## config.mk

```make
export PLATFORM = sky130hd
export DESIGN_NAME = cam_lkup_ctrl
export DESIGN_NICKNAME = d
export VERILOG_FILES = /design/src/rtl/cam_lkup_ctrl.sv
export SDC_FILE = /design/constraint.sdc
export NUM_CORES = 1
export LEC_CHECK = 0
export BUFFER_PORTS_ARGS = -buffer_cell sky130_fd_sc_hd__buf_2
export CAP_MARGIN = 20
export CORE_MARGIN = 4
export CORE_UTILIZATION = 47
export DETAILED_ROUTE_END_ITERATION = 12
export PLACE_DENSITY = 0.87
export SLEW_MARGIN = 20
export SYNTH_ARGS = -nofsm -noshare
export SYNTH_HDL_FRONTEND = slang
export SYNTH_SLANG_ARGS = --single-unit
```

## constraint.sdc

```tcl
create_clock -name clk -period 2.27 [get_ports clk]
set_input_delay 0.454 -clock clk [delete_from_list [all_inputs] [get_ports clk]]
set_output_delay 0.454 -clock clk [all_outputs]
set_load 0.03 [all_outputs]
```

## src/rtl/cam_lkup_ctrl.sv

```systemverilog
// cam_lkup_ctrl: request-side controller for a CAM.
// Accepts one write or search request at a time, drives the CAM write or
// search port, waits up to TMO_CYC cycles for a search hit, and returns
// one response per request.
// Optional feature: define CAM_LKUP_STATS_EN to add saturating hit/miss
// counters with a synchronous clear input.
module cam_lkup_ctrl #(
    parameter int CAM_DW  = 32,
    parameter int CAM_AW  = 8,
    parameter int TMO_CYC = 20
) (
    input  logic              clk,
    input  logic              rst_n,
    input  logic              req_valid,
    output logic              req_ready,
    input  logic              req_op,
    input  logic [CAM_AW-1:0] req_addr,
    input  logic [CAM_DW-1:0] req_data,
    output logic              rsp_valid,
    input  logic              rsp_ready,
    output logic              rsp_op,
    output logic              rsp_hit,
    output logic              rsp_tmo,
    output logic [CAM_AW-1:0] rsp_addr,
    output logic [CAM_DW-1:0] rsp_data,
    output logic              cam_wr_valid,
    output logic [CAM_AW-1:0] cam_wr_addr,
    output logic [CAM_DW-1:0] cam_wr_data,
    output logic              cam_srch_valid,
    output logic [CAM_DW-1:0] cam_srch_key,
    input  logic              cam_hit,
    input  logic [CAM_AW-1:0] cam_hit_addr,
    input  logic [CAM_DW-1:0] cam_hit_data
`ifdef CAM_LKUP_STATS_EN
    ,
    input  logic              stat_clr,
    output logic [15:0]       stat_hit_cnt,
    output logic [15:0]       stat_miss_cnt
`endif
);

    localparam int TMO_W = $clog2(TMO_CYC + 1);

    typedef enum logic [1:0] {
        IDLE = 2'd0,
        WR   = 2'd1,
        SRCH = 2'd2,
        RSP  = 2'd3
    } state_t;

    state_t             r_state;
    state_t             w_state_nxt;
    logic [TMO_W-1:0]   r_cnt;
    logic [TMO_W-1:0]   w_cnt_nxt;
    logic               r_op;
    logic               w_op_nxt;
    logic [CAM_AW-1:0]  r_addr;
    logic [CAM_AW-1:0]  w_addr_nxt;
    logic [CAM_DW-1:0]  r_data;
    logic [CAM_DW-1:0]  w_data_nxt;
    logic               r_wr_valid;
    logic               w_wr_valid_nxt;
    logic               r_srch_valid;
    logic               w_srch_valid_nxt;
    logic               r_rsp_valid;
    logic               w_rsp_valid_nxt;
    logic               r_rsp_hit;
    logic               w_rsp_hit_nxt;
    logic               r_rsp_tmo;
    logic               w_rsp_tmo_nxt;
    logic [CAM_AW-1:0]  r_rsp_addr;
    logic [CAM_AW-1:0]  w_rsp_addr_nxt;
    logic [CAM_DW-1:0]  r_rsp_data;
    logic [CAM_DW-1:0]  w_rsp_data_nxt;
    logic               w_last;

    // Counter value seen on the final search cycle before giving up.
    assign w_last = (r_cnt == TMO_W'(TMO_CYC - 1));

    // State and registered outputs; reset discards any in-flight request.
    always_ff @(posedge clk or negedge rst_n) begin
        if (!rst_n) begin
            r_state      <= IDLE;
            r_cnt        <= '0;
            r_op         <= 1'b0;
            r_addr       <= '0;
            r_data       <= '0;
            r_wr_valid   <= 1'b0;
            r_srch_valid <= 1'b0;
            r_rsp_valid  <= 1'b0;
            r_rsp_hit    <= 1'b0;
            r_rsp_tmo    <= 1'b0;
            r_rsp_addr   <= '0;
            r_rsp_data   <= '0;
        end else begin
            r_state      <= w_state_nxt;
            r_cnt        <= w_cnt_nxt;
            r_op         <= w_op_nxt;
            r_addr       <= w_addr_nxt;
            r_data       <= w_data_nxt;
            r_wr_valid   <= w_wr_valid_nxt;
            r_srch_valid <= w_srch_valid_nxt;
            r_rsp_valid  <= w_rsp_valid_nxt;
            r_rsp_hit    <= w_rsp_hit_nxt;
            r_rsp_tmo    <= w_rsp_tmo_nxt;
            r_rsp_addr   <= w_rsp_addr_nxt;
            r_rsp_data   <= w_rsp_data_nxt;
        end
    end

    // Next-state and next-output decode; response fields hold unless loaded.
    always_comb begin
        w_state_nxt      = r_state;
        w_cnt_nxt        = r_cnt;
        w_op_nxt         = r_op;
        w_addr_nxt       = r_addr;
        w_data_nxt       = r_data;
        w_wr_valid_nxt   = 1'b0;
        w_srch_valid_nxt = 1'b0;
        w_rsp_valid_nxt  = r_rsp_valid;
        w_rsp_hit_nxt    = r_rsp_hit;
        w_rsp_tmo_nxt    = r_rsp_tmo;
        w_rsp_addr_nxt   = r_rsp_addr;
        w_rsp_data_nxt   = r_rsp_data;
        case (r_state)
            IDLE: begin
                if (req_valid) begin
                    w_op_nxt   = req_op;
                    w_addr_nxt = req_addr;
                    w_data_nxt = req_data;
                    if (req_op) begin
                        w_state_nxt      = SRCH;
                        w_cnt_nxt        = '0;
                        w_srch_valid_nxt = 1'b1;
                    end else begin
                        w_state_nxt    = WR;
                        w_wr_valid_nxt = 1'b1;
                    end
                end
            end
            WR: begin
                w_state_nxt     = RSP;
                w_rsp_valid_nxt = 1'b1;
                w_rsp_hit_nxt   = 1'b0;
                w_rsp_tmo_nxt   = 1'b0;
                w_rsp_addr_nxt  = r_addr;
                w_rsp_data_nxt  = r_data;
            end
            SRCH: begin
                w_cnt_nxt = r_cnt + TMO_W'(1);
                // A hit on the last cycle still counts as a hit.
                if (cam_hit) begin
                    w_state_nxt     = RSP;
                    w_rsp_valid_nxt = 1'b1;
                    w_rsp_hit_nxt   = 1'b1;
                    w_rsp_tmo_nxt   = 1'b0;
                    w_rsp_addr_nxt  = cam_hit_addr;
                    w_rsp_data_nxt  = cam_hit_data;
                end else if (w_last) begin
                    w_state_nxt     = RSP;
                    w_rsp_valid_nxt = 1'b1;
                    w_rsp_hit_nxt   = 1'b0;
                    w_rsp_tmo_nxt   = 1'b1;
                    w_rsp_addr_nxt  = '0;
                    w_rsp_data_nxt  = '0;
                end else begin
                    w_srch_valid_nxt = 1'b1;
                end
            end
            RSP: begin
                if (rsp_ready) begin
                    w_state_nxt     = IDLE;
                    w_rsp_valid_nxt = 1'b0;
                end
            end
            default: begin
                w_state_nxt = IDLE;
            end
        endcase
    end

    assign req_ready      = (r_state == IDLE);
    assign rsp_valid      = r_rsp_valid;
    assign rsp_op         = r_op;
    assign rsp_hit        = r_rsp_hit;
    assign rsp_tmo        = r_rsp_tmo;
    assign rsp_addr       = r_rsp_addr;
    assign rsp_data       = r_rsp_data;
    assign cam_wr_valid   = r_wr_valid;
    assign cam_wr_addr    = r_addr;
    assign cam_wr_data    = r_data;
    assign cam_srch_valid = r_srch_valid;
    assign cam_srch_key   = r_data;

`ifdef CAM_LKUP_STATS_EN
    logic [15:0] r_hit_cnt;
    logic [15:0] r_miss_cnt;
    logic        w_hit_evt;
    logic        w_tmo_evt;

    assign w_hit_evt = (r_state == SRCH) && cam_hit;
    assign w_tmo_evt = (r_state == SRCH) && !cam_hit && w_last;

    // Saturating hit/miss counters; clear takes priority over an increment.
    always_ff @(posedge clk or negedge rst_n) begin
        if (!rst_n) begin
            r_hit_cnt  <= '0;
            r_miss_cnt <= '0;
        end else if (stat_clr) begin
            r_hit_cnt  <= '0;
            r_miss_cnt <= '0;
        end else begin
            if (w_hit_evt && (r_hit_cnt != 16'hFFFF))
                r_hit_cnt <= r_hit_cnt + 16'd1;
            if (w_tmo_evt && (r_miss_cnt != 16'hFFFF))
                r_miss_cnt <= r_miss_cnt + 16'd1;
        end
    end

    assign stat_hit_cnt  = r_hit_cnt;
    assign stat_miss_cnt = r_miss_cnt;
`endif

endmodule

```

# Yosys cells after proc, flatten, opt, wreduce, memory -nomap -nowiden
# Cells that the tools add are included.
# Widths: inputs -> output; s select.
[classes]
add_sub_neg = 1
eq_ne = 8
muxes = 32
reduce_logical = 9
[ops]
columns = ["op", "n"]
rows = [
  ["$mux 32", 2],
  ["$pmux 32 s2", 1],
  ["$mux 8", 2],
  ["$pmux 8 s2", 1],
  ["$mux 1", 13],
  ["$mux 2", 5],
  ["$mux 5", 2],
  ["$pmux 5 s2", 1],
  ["$reduce_and 3->1", 3],
  ["$pmux 2 s4", 1],
  ["$pmux 1 s2", 3],
  ["$add 5x1->5 const B", 1],
  ["$eq 5x5->1 const B", 1],
  ["$eq 2x2->1 const B", 2],
  ["$ne 2x2->1 const B", 2],
  ["$reduce_and 2->1", 2],
  ["$reduce_bool 2->1", 2],
  ["$ne 3x3->1 const B", 1],
  ["$pmux 1 s3", 1],
  ["$reduce_bool 3->1", 1],
  ["$eq 2x1->1 const B", 1],
  ["$logic_not 2->1", 1],
  ["$ne 2x1->1 const B", 1],
]
[totals]
register_bits = 93
in_bits = 86
out_inout_bits = 119
elab_cells = 62

# Longest topological paths before layout
# Gate-level depths: netlist (run 1).
[logic_depth]
ltp_word = 4
mapped_depth = 7
mapped_depth_nobuf = 5

# Least setup slack after synthesis (run 1)
# Ideal clock, no wire load.
[synth_timing]
path_kind = "register -> register"
start = "register r_state[0]"
end = "register r_data[0] (netlist: cam_srch_key[0])"
t_arrival_ps = 1666
slack_ps = 480
stages_incl_launch_ff = 7
cell_sequence = "dfrtp_1 > inv_1 > ha_1 > buf_2 > nand2_1 > buf_2 > mux2_2"
[synth_between]
elab_chain_cells = 2
[synth_lines]
columns = ["item", "line", "rtl"]
rows = [
  ["start, declared", "51", "state_t r_state;"],
  ["start signal, assigned", "96", "r_state <= w_state_nxt;"],
  ["$logic_not 2->1", "--", ""],
  ["via req_ready", "15", "output logic req_ready,"],
  ["$reduce_and 2->1 (no line)", "--", ""],
  ["end signal, assigned", "100", "r_data <= w_data_nxt;"],
  ["end, declared", "59", "logic [CAM_DW-1:0] r_data;"],
]
# The timed path passes the listed nets, and every way through them passes these cells.
# A chain may end at the register's enable or synchronous reset.

# Final worst setup path (run 1)
[layout_timing]
start = "register r_state[0]"
end = "output port req_ready"
[layout_between]
elab_chain_cells = 1
[layout_lines]
columns = ["item", "line", "rtl"]
rows = [
  ["$logic_not 2->1", "182", "assign req_ready = (r_state == IDLE);"],
  ["end, declared", "15", ""],
]
# Every way passes these cells.

==> results_dict.tcl, run 1 <==
set metrics [dict create \
    finalHoldViolCount 0 \
    fill_cells 779 \
    yosys.area_share.adder_pct 1.10 \
    io_buffers 204 \
    critical_path_s_largest_stage_delay_ps 400 \
    area.growth.synth_to_final_pct 25.7 \
    htreeDepth 3 \
    clock_skew_ps 15.5 \
    footprint_of_the_flip_flops_and_latches_um2 2330 \
    clock_tree.buffer_depth 2 \
    fin_area_um2 5700 \
    final_cell_mix "sky130_fd_sc_hd__buf_2, sky130_fd_sc_hd__dfrtp_1, sky130_fd_sc_hd__inv_1, sky130_fd_sc_hd__a21oi_1, sky130_fd_sc_hd__mux2_2" \
    vias_in_the_first_global_route 3629 \
    status "complete, no violations" \
    layout_worst_path_cycle_share_pct 86.5 \
    crit_slowest_cell "sky130_fd_sc_hd__dfrtp_1" \
    worst-path-buf-inv 2 \
    worst_min_path_class "in2async" \
    wire_per_inst_um 15.7 \
    synth_area_um2 4540 \
    via_count 3503 \
    synth_top_family_by_area "multiplexers" \
    syn_area_per_cell_um2 11.2 \
    cp_data_arrival_time_ps 1510 \
    setup_viol 0 \
    p_leak_uw 0.00302 \
    post_synth_num_cell_types 35 \
    grt.total_usage_pct 20.0 \
    grt_setup_unrepaired "false" \
    peakVddDrop_uv 913 \
    dieWidth_um 106 \
    final_period_minus_worst_setup_slack_ps 1960 \
    start_util_pct 48.6 \
    synthMuxAreaShare_pct 18.8 \
    detail-route-antenna-nets 0 \
    layout.cells.most_common "sky130_fd_sc_hd__buf_2" \
    cts-root-buf "sky130_fd_sc_hd__clkbuf_8" \
    holdWs_ps 13.2 \
    route.detailed.drc 0 \
    grt_first_pass_wirelength_um 18000 \
    gp_congestion 0.834 \
    tns_ps 0 \
    path_clk_slew_ps 90 \
    worst_slew_pin_tran_ps 467 \
    antenna-diode-count 0 \
    routed_wirelength_um 11200 \
    cts.sink_count 93 \
    multi_input_comb_area_um2 1680 \
    clk_latency_ps 350 \
    cts_resized 0 \
    synth_compound_area_share_pct 7.92 \
    post_drt_via_cell_ratio 4.91 \
    grt_max_degree 49 \
    synth_fp_nets 495 \
    synth_area_leaders "sky130_fd_sc_hd__dfrtp_1, sky130_fd_sc_hd__mux2_2, sky130_fd_sc_hd__mux2i_1" \
    worst_setup_path_start_kind "flop" \
    tritoncts.num_buffers 9 \
    power_density_nw_per_um2 1880 \
    criticalPathCategory "reg2out" \
    post_synthesis_cells 405 \
    place_hpwl_um 8520 \
    core-area_um2 9330 \
    finish.utilization_pct 61.1 \
    postSynthRegisterBits 93 \
    io_pins 205 \
    synth_simple_gate_area_share_pct 9.16 \
    total_power_uw 10700 \
    synth-warning-count 0 \
    critical_path.cell_chain "inv_1, ha_1, buf_2" \
    fp.dieArea_um2 11300 \
    max_clock_freq_mhz 509 \
    synth_xor_area_share_pct 0 \
    dpl_cell_area_um2 5470 \
    tritoncts "yes" \
    drt_pass1_iterations 4 \
    ys_seq_area_share_pct 51.3 \
    drt_first_iter_violations 164 \
    timing_max_transition_violations_final 0 \
    drv.max_cap_violation_count 0 \
    yosys.area.top_type "sky130_fd_sc_hd__dfrtp_1" \
    floorplan.rows 35 \
    final_net_count 670 \
    antenna_found_initial 0 \
    drive_gt1_share_pct 46.9 \
    critical_path_peak_fanout 13 \
    cpLargestDelayFamily "flip-flops" \
    die-height_um 106 \
    grt_overflow_total 0 \
    critPathRequiredTime_ps 1820 \
    synth_top_area_share_pct 51.3 \
    slew-limit-headroom_pct 68.9 \
    cts_setup_buffers 0 \
    post_cts_hold_buffer_count 0 \
    end_kind "output port" \
]
[path summary, 6_finish.rpt]
check	startpoint	to	slack (ps)	depth (start not counted)
worst min-delay path	rst_n	cam_srch_key[29]	10	1
min in group clk	req_data[4]	cam_srch_key[4]	330	2
worst min register to register	rsp_op	rsp_op	500	2
worst max-delay path	r_state[0]	req_ready	310	3
worst max register to register	r_cnt[0]	rsp_data[0]	410	5
max in group asynchronous	rst_n	rsp_data[7]	1650	2
[registers in the layout, indices dropped and copies added (netlist names), 2 cells and up]
register	flops
cam_srch_key	32
cam_wr_addr	8
r_cnt	5
r_state	2
rsp_addr	8
rsp_data	32
[per-layer routing]
| metal | routed length, um | vias to the layer above | track usage [%] | share of wire, % |
|---|---|---|---|---|
| met5 | 0 | - | 0 | 0 |
| met3 | 812 | 15 | 4.98 | 7.2 |
| met1 | 4300 | 1706 | 22.8 | 38 |
| li1 | - | 1655 | - | - |
| met4 | 180 | 0 | 6.38 | 1.6 |
| met2 | 5930 | 127 | 36.5 | 53 |
[worst register-to-register path: cells and delay by family (launching register included)]
kind | cells | cell delay (ps)
flops | 1 | 430
buf+inv | 1 | 370
fa+ha+maj | 1 | 280
compound gates | 1 | 250
mux | 1 | 250
simple gates | 1 | 190
[Yosys cell counts (all sizes together)]
master	instances
a211oi	1
a21boi	3
a21oi	42
a221oi	1
a2bb2oi	2
a31o	1
and2	1
and2b	5
buf	41
clkbuf	10
dfrtp	93
ha	4
inv	49
mux2	41
mux2i	39
nand2	7
nand2b	3
nand3	6
nand4b	1
nand4bb	1
nor2	4
nor2b	36
nor3	1
o21ai	5
o22a	1
o22ai	1
o2bb2ai	1
o311ai	1
o31ai	2
or4	2
[stage by stage]
| stage | worst slack, ps | cells |
|---|---|---|
| after floorplan | 480 | 405 |
| after global placement | 584 | 698 |
| after detailed placement | 438 | 698 |
| after CTS | 291 | 713 |
| after global routing | 206 | 713 |
| final | 305 | 713 |
[where the power goes]
part	internal, uW	switching [uW]	total, uW
sequential	2490	583	3080
combinational	2270	4070	6350
clock	728	555	1280
[final cells by class]
class                           instances  area share, %
Sequential cell                        93           40.8
Multi-Input combinational cell        212           29.5
Timing Repair Buffer                  215           19.6
Inverter                               49           3.23
Tap cell                              129           2.83
Clock buffer                           11           2.30
Clock inverter                          4           1.71
[logic make-up after synthesis]
kind of cell / count (synthesis)
adders and majority gates: 4
muxes: 80
buffers and inverters: 100
AOI/OAI and AO/OA: 61
DFF: 93
and+or+nand+nor: 67
No activity file was read; power rests on OpenSTA's default activity.
==> inputs of run 2 (changes only) <==
SETUP_SLACK_MARGIN = 0.5   (was default)
==> run 2 against run 1 <==
Against the previous run: register-to-register slack better by 170 ps; routed wire length up 1.5%; cell count up 0.42%; largest power group unchanged; worst setup slack better by 250 ps; clock skew down 2.9 ps; total power up 0.18%; cell area up 0.99%; sequential share of layout area down 0.38 points; sequential cell count unchanged; non-clock buffer count up 2.
==> results_dict.tcl, run 2 (same netlist as run 1, synthesis figures left out) <==
set metrics [dict create \
    fill_cells 770 \
    fin_area_um2 5760 \
    critPathRequiredTime_ps 1820 \
    post_drt_via_cell_ratio 4.92 \
    dpl_cell_area_um2 5460 \
    end_kind "output port" \
    finalHoldViolCount 0 \
    critical_path_s_largest_stage_delay_ps 440 \
    setup.reg_to_reg.worst_slack_ps 580 \
    drv.max_cap_violation_count 0 \
    status "complete, no violations" \
    gp_congestion 0.865 \
    io_buffers 204 \
    htreeDepth 3 \
    tritoncts.num_buffers 9 \
    clock_skew_ps 12.7 \
    cp_data_arrival_time_ps 1260 \
    worst_setup_path_start_kind "flop" \
    vias_in_the_first_global_route 3594 \
    max_clock_freq_mhz 584 \
    fp.dieArea_um2 11300 \
    drive_gt1_share_pct 48.0 \
    cts.sink_count 93 \
    cts-root-buf "sky130_fd_sc_hd__clkbuf_8" \
    detail-route-antenna-nets 0 \
    final_cell_mix "sky130_fd_sc_hd__buf_2, sky130_fd_sc_hd__dfrtp_1, sky130_fd_sc_hd__inv_1, sky130_fd_sc_hd__a21oi_1, sky130_fd_sc_hd__mux2_2" \
    setup_viol 0 \
    p_leak_uw 0.00302 \
    critical_path.cell_chain "inv_1, ha_4, buf_4" \
    peakVddDrop_uv 985 \
    criticalPathCategory "reg2out" \
    grt_first_pass_wirelength_um 17600 \
    crit_slowest_cell "sky130_fd_sc_hd__dfrtp_2" \
    place_hpwl_um 8460 \
    area.growth.synth_to_final_pct 26.9 \
    holdWs_ps 103 \
    dieWidth_um 106 \
    worst_slew_pin_tran_ps 616 \
    clock_tree.buffer_depth 2 \
    clk_latency_ps 350 \
    core-area_um2 9330 \
    layout.cells.most_common "sky130_fd_sc_hd__buf_2" \
    worst_min_path_class "in2async" \
    start_util_pct 48.6 \
    drt_pass1_iterations 4 \
    path_clk_slew_ps 90 \
    floorplan.rows 35 \
    routed_wirelength_um 11400 \
    grt_max_degree 49 \
    tns_ps 0 \
    wire_per_inst_um 15.9 \
    die-height_um 106 \
    critical_path_peak_fanout 8 \
    grt_setup_unrepaired "true" \
    timing_max_transition_violations_final 0 \
    via_count 3525 \
    antenna_found_initial 1 \
    final_net_count 672 \
    layout_worst_path_cycle_share_pct 75.5 \
    slew-limit-headroom_pct 58.9 \
    post_cts_hold_buffer_count 0 \
    route.detailed.drc 0 \
    grt_overflow_total 0 \
    power_density_nw_per_um2 1860 \
    io_pins 205 \
    tritoncts "yes" \
    drt_first_iter_violations 75 \
    final_period_minus_worst_setup_slack_ps 1710 \
    grt.total_usage_pct 19.5 \
]
==> run 2: cell types whose count changed in the layout (fill, tap and decap cells not counted), sizes merged <==
cell,previous run,this run
bufinv,3,0
clkbuf,11,14
clkinvlp,1,3
diode,0,1
==> run 2: power by group <==
| group | switching, uW | leakage (uW) | total, uW | internal, uW |
|---|---|---|---|---|
| sequential | 580 | 0.00114 | 3070 | 2490 |
| clock | 574 | 0.0000747 | 998 | 424 |
| combinational | 4160 | 0.00180 | 6650 | 2490 |
| total | 5320 | 0.00302 | 10700 | 5410 |
==> run 2: worst paths after layout <==
check                                  from               to  depth (start not counted)
worst max-delay path             r_state[1]        req_ready                          3
worst min-delay path                  rst_n   cam_wr_addr[0]                          1
worst max register to register     r_cnt[0]     rsp_data[29]                          5
worst min register to register       rsp_op           rsp_op                          2
max in group asynchronous             rst_n      rsp_data[5]                          2
min in group clk                req_data[3]  cam_srch_key[3]                          2
==> run 2: critical path, delay by kind of cell (launching register included) <==
kind	cells	cell delay, ps
adder cells (fa/ha/maj)	1	200
buffers and inverters	2	280
flip-flops	1	440
==> run 2: final cells by class <==
cell class / count / area, um2 / area share [%]
well taps: 129 / 161 / 2.80
diodes: 1 / 2.50 / 0.0435
multi-input cells: 212 / 1710 / 29.8
flip-flops and latches: 93 / 2330 / 40.4
clock inverters: 3 / 22.5 / 0.391
clock buffers: 12 / 145 / 2.52
repair buffers: 217 / 1200 / 20.8
inverters: 49 / 184 / 3.19
==> run 2: per-layer routing <==
layer,routed length (um),part of all wire [%],track usage [%]
met1,4500,39,23.0
met2,5920,52,34.6
met3,743,6.5,4.07
met4,232,2.0,7.49
met5,0,0,0
==> run 2: metrics by stage <==
step                setup WS (ps)  power, uW  util, %  instances
global route                  460      11400     61.7        716
finish                        557      10700     61.7        716
global placement              526       9250     58.5        696
floorplan                     584       8150        -        405
detailed placement            362       9480     58.5        696
CTS                           507      10600     60.8        711
==> run 2: repair_timing <==
| item | in CTS | in global routing |
|---|---|---|
| endpoints found under the setup margin | 43 | 43 |
| setup buffers | 0 | 3 |
| gates cloned | 0 | 1 |
| gates resized for setup | 11 | 10 |
| pin swaps | 0 | 3 |
==> inputs of run 3 (changes only) <==
clock period = 1.6 ns   (was 2.27 ns; I/O delays follow)
==> run 3 against run 2 <==
Against the previous run: the flow now finishes with violations (setup timing); non-clock buffer count up 103; sequential power is 56% higher; die area unchanged; worst hold slack improved by 85 ps; clock-buffer cell count down 3; utilization rose by 24 points; register-to-register slack got worse by 680 ps; clock skew rose by 1.7 ps; cell area up 40%; routed wire length rose by 65%; combinational power up 140%; critical path type is now reg2reg.
==> results_dict.tcl, run 3 (same netlist as run 1, synthesis figures left out) <==
set metrics [dict create \
    clock_power_share_pct 8.2 \
    drive_gt1_share_pct 61.4 \
    htreeDepth 3 \
    internal_power_uw 12400 \
    p_leak_uw 0.00407 \
    layout.cells.most_common "sky130_fd_sc_hd__buf_6" \
    cts.sink_count 93 \
    final_cell_mix "sky130_fd_sc_hd__buf_6, sky130_fd_sc_hd__dfrtp_1, sky130_fd_sc_hd__buf_2, sky130_fd_sc_hd__buf_4, sky130_fd_sc_hd__inv_1" \
    p_sw_share_pct 44.4 \
    finish.utilization_pct 86.1 \
    finalHoldViolCount 0 \
    io_pins 205 \
    grt_max_degree 48 \
    floorplan.rows 35 \
    tritoncts.num_buffers 9 \
    clock_skew_ps 14.4 \
    timing_max_transition_violations_final 0 \
    max_clock_freq_mhz 588 \
    p_switching_uw 9940 \
    via_count 4360 \
    layout_worst_path_cycle_share_pct 106 \
    grt_overflow_total 0 \
    crit_path_end "rsp_data[2]" \
    sequentialPowerShare_pct 21.4 \
    place_hpwl_um 8340 \
    peakVddDrop_uv 1490 \
    detail-route-antenna-nets 0 \
    io_buffers 204 \
    end_kind "flop" \
    fp.dieArea_um2 11300 \
    clock_tree.buffer_depth 2 \
    grt.total_usage_pct 28.6 \
    final_net_count 782 \
    grt_first_pass_wirelength_um 25100 \
    multi_input_comb_area_um2 2150 \
    failed_checks "setup timing" \
    worst_slew_pin_tran_ps 915 \
    worst_setup_path_start_kind "flop" \
    r2r_end "rsp_data[2]" \
    wire_per_inst_um 22.7 \
    criticalPathCategory "reg2reg" \
    dpl_cell_area_um2 5600 \
    number_of_cells_traversed_by_the_worst_register_to_register_path 7 \
    path_clk_slew_ps 110 \
    worst_min_path_class "in2reg" \
    reg2reg_from "r_state[0]" \
    post_drt_via_cell_ratio 5.28 \
    status "finished, violations left" \
    setup.reg_to_reg.worst_slack_ps -100 \
    final_period_minus_worst_setup_slack_ps 1700 \
    drt_first_iter_violations 239 \
    cts-root-buf "sky130_fd_sc_hd__clkbuf_8" \
    drt_pass1_iterations 4 \
    grt_setup_unrepaired "true" \
    routed_wirelength_um 18800 \
    area.growth.synth_to_final_pct 77.1 \
    start_util_pct 48.6 \
    power_density_nw_per_um2 2780 \
    setup_viol 18 \
    antenna_found_initial 0 \
    antenna-diode-count 0 \
    slew-limit-headroom_pct 39.0 \
    fill_cells 434 \
    tritoncts "yes" \
    gp_congestion 0.925 \
    cp_data_arrival_time_ps 1940 \
    cp-startpoint "r_state[0]" \
    critPathRequiredTime_ps 1840 \
    vias_in_the_first_global_route 4661 \
    min_delay_path_depth 2 \
    fin_area_um2 8040 \
    critical_path_peak_fanout 7 \
    footprint_of_the_flip_flops_and_latches_um2 2330 \
    route.detailed.drc 0 \
    die-height_um 106 \
    clk_latency_ps 360 \
    dieWidth_um 106 \
    final.setup.worst_slack_ps -101 \
    timing.hold.worst.start "req_data[5]" \
    pwr-share-comb_pct 70.4 \
    core-area_um2 9330 \
    drv.max_cap_violation_count 0 \
]
-- run 3: cell count changes in the layout (fill, tap and decap cells not counted), sizes merged --
cell / previous run / this run
clkbuf: 14 / 11
clkinv: 0 / 2
nand2: 7 / 14
diode: 1 / 0
inv: 49 / 52
bufinv: 0 / 2
buf: 215 / 317
clkinvlp: 3 / 0
dlygate4sd3: 0 / 1
-- run 3: area by class of cell --
cell class	instances	area share (%)
Multi-Input combinational cell	219	26.8
Tap cell	129	2.01
Timing Repair Buffer	320	37.1
Inverter	49	2.29
Sequential cell	93	29.0
Clock buffer	9	1.54
Clock inverter	7	1.20
-- run 3: per-stage QoR --
| stage | power (uW) | setup TNS, ps | cells | setup slack [ps] | hold slack, ps |
|---|---|---|---|---|---|
| finish | 22400 | -501 | 826 | -101 | 188 |
| global route | 23200 | -2020 | 826 | -144 | 172 |
| CTS | 20100 | 0 | 786 | 47.4 | 167 |
| detailed placement | 13900 | -422 | 699 | -52.6 | 128 |
| global placement | 13500 | 0 | 699 | 74.4 | 128 |
| floorplan | 11800 | 0 | 405 | 126 | 24.4 |
-- run 3: power by group through the flow --
stage               combinational (uW)  clock, uW  sequential, uW
floorplan                         5420          0            6380
global placement                  9210          0            4310
detailed placement                9460          0            4400
CTS                              13600       1800            4640
global route                     16400       1940            4920
finish                           15700       1830            4790
-- run 3: per-layer routing --
layer	vias to the layer above	share of wire, %	global-route usage [%]
met5	-	0	0
met4	0	4.5	14.2
met3	65	7.7	6.56
met2	254	52	50.4
met1	2145	36	32.4
li1	1896	-	-
-- run 3: critical path, stage by stage, from the launching register on --
cell and delay [ps]:
sky130_fd_sc_hd__dfrtp_1 410, sky130_fd_sc_hd__inv_2 110, sky130_fd_sc_hd__ha_4 170, sky130_fd_sc_hd__buf_6 130, sky130_fd_sc_hd__buf_12 120, sky130_fd_sc_hd__and2b_1 210
sky130_fd_sc_hd__a21oi_1 250, sky130_fd_sc_hd__mux2i_1 160
-- run 3: what timing repair did --
action,in CTS,in global routing
pin swaps,6,8
gates cloned,9,5
hold buffers,1,0
hold endpoints to repair,93,0
gates resized for setup,274,67
setup endpoints to repair,212,212
buffers inserted,61,35
-- run 3: worst min path at each step --
| stage | end | slack [ps] |
|---|---|---|
| 4_1_cts | cam_srch_key[9] | 170 |
| 6_report | cam_srch_key[5] | 190 |
| 2_1_floorplan | cam_srch_key[0] | 20 |
| 3_5_place_dp | cam_srch_key[6] | 130 |
| 5_1_grt | cam_srch_key[18] | 170 |
| 3_3_place_gp | cam_srch_key[6] | 130 |
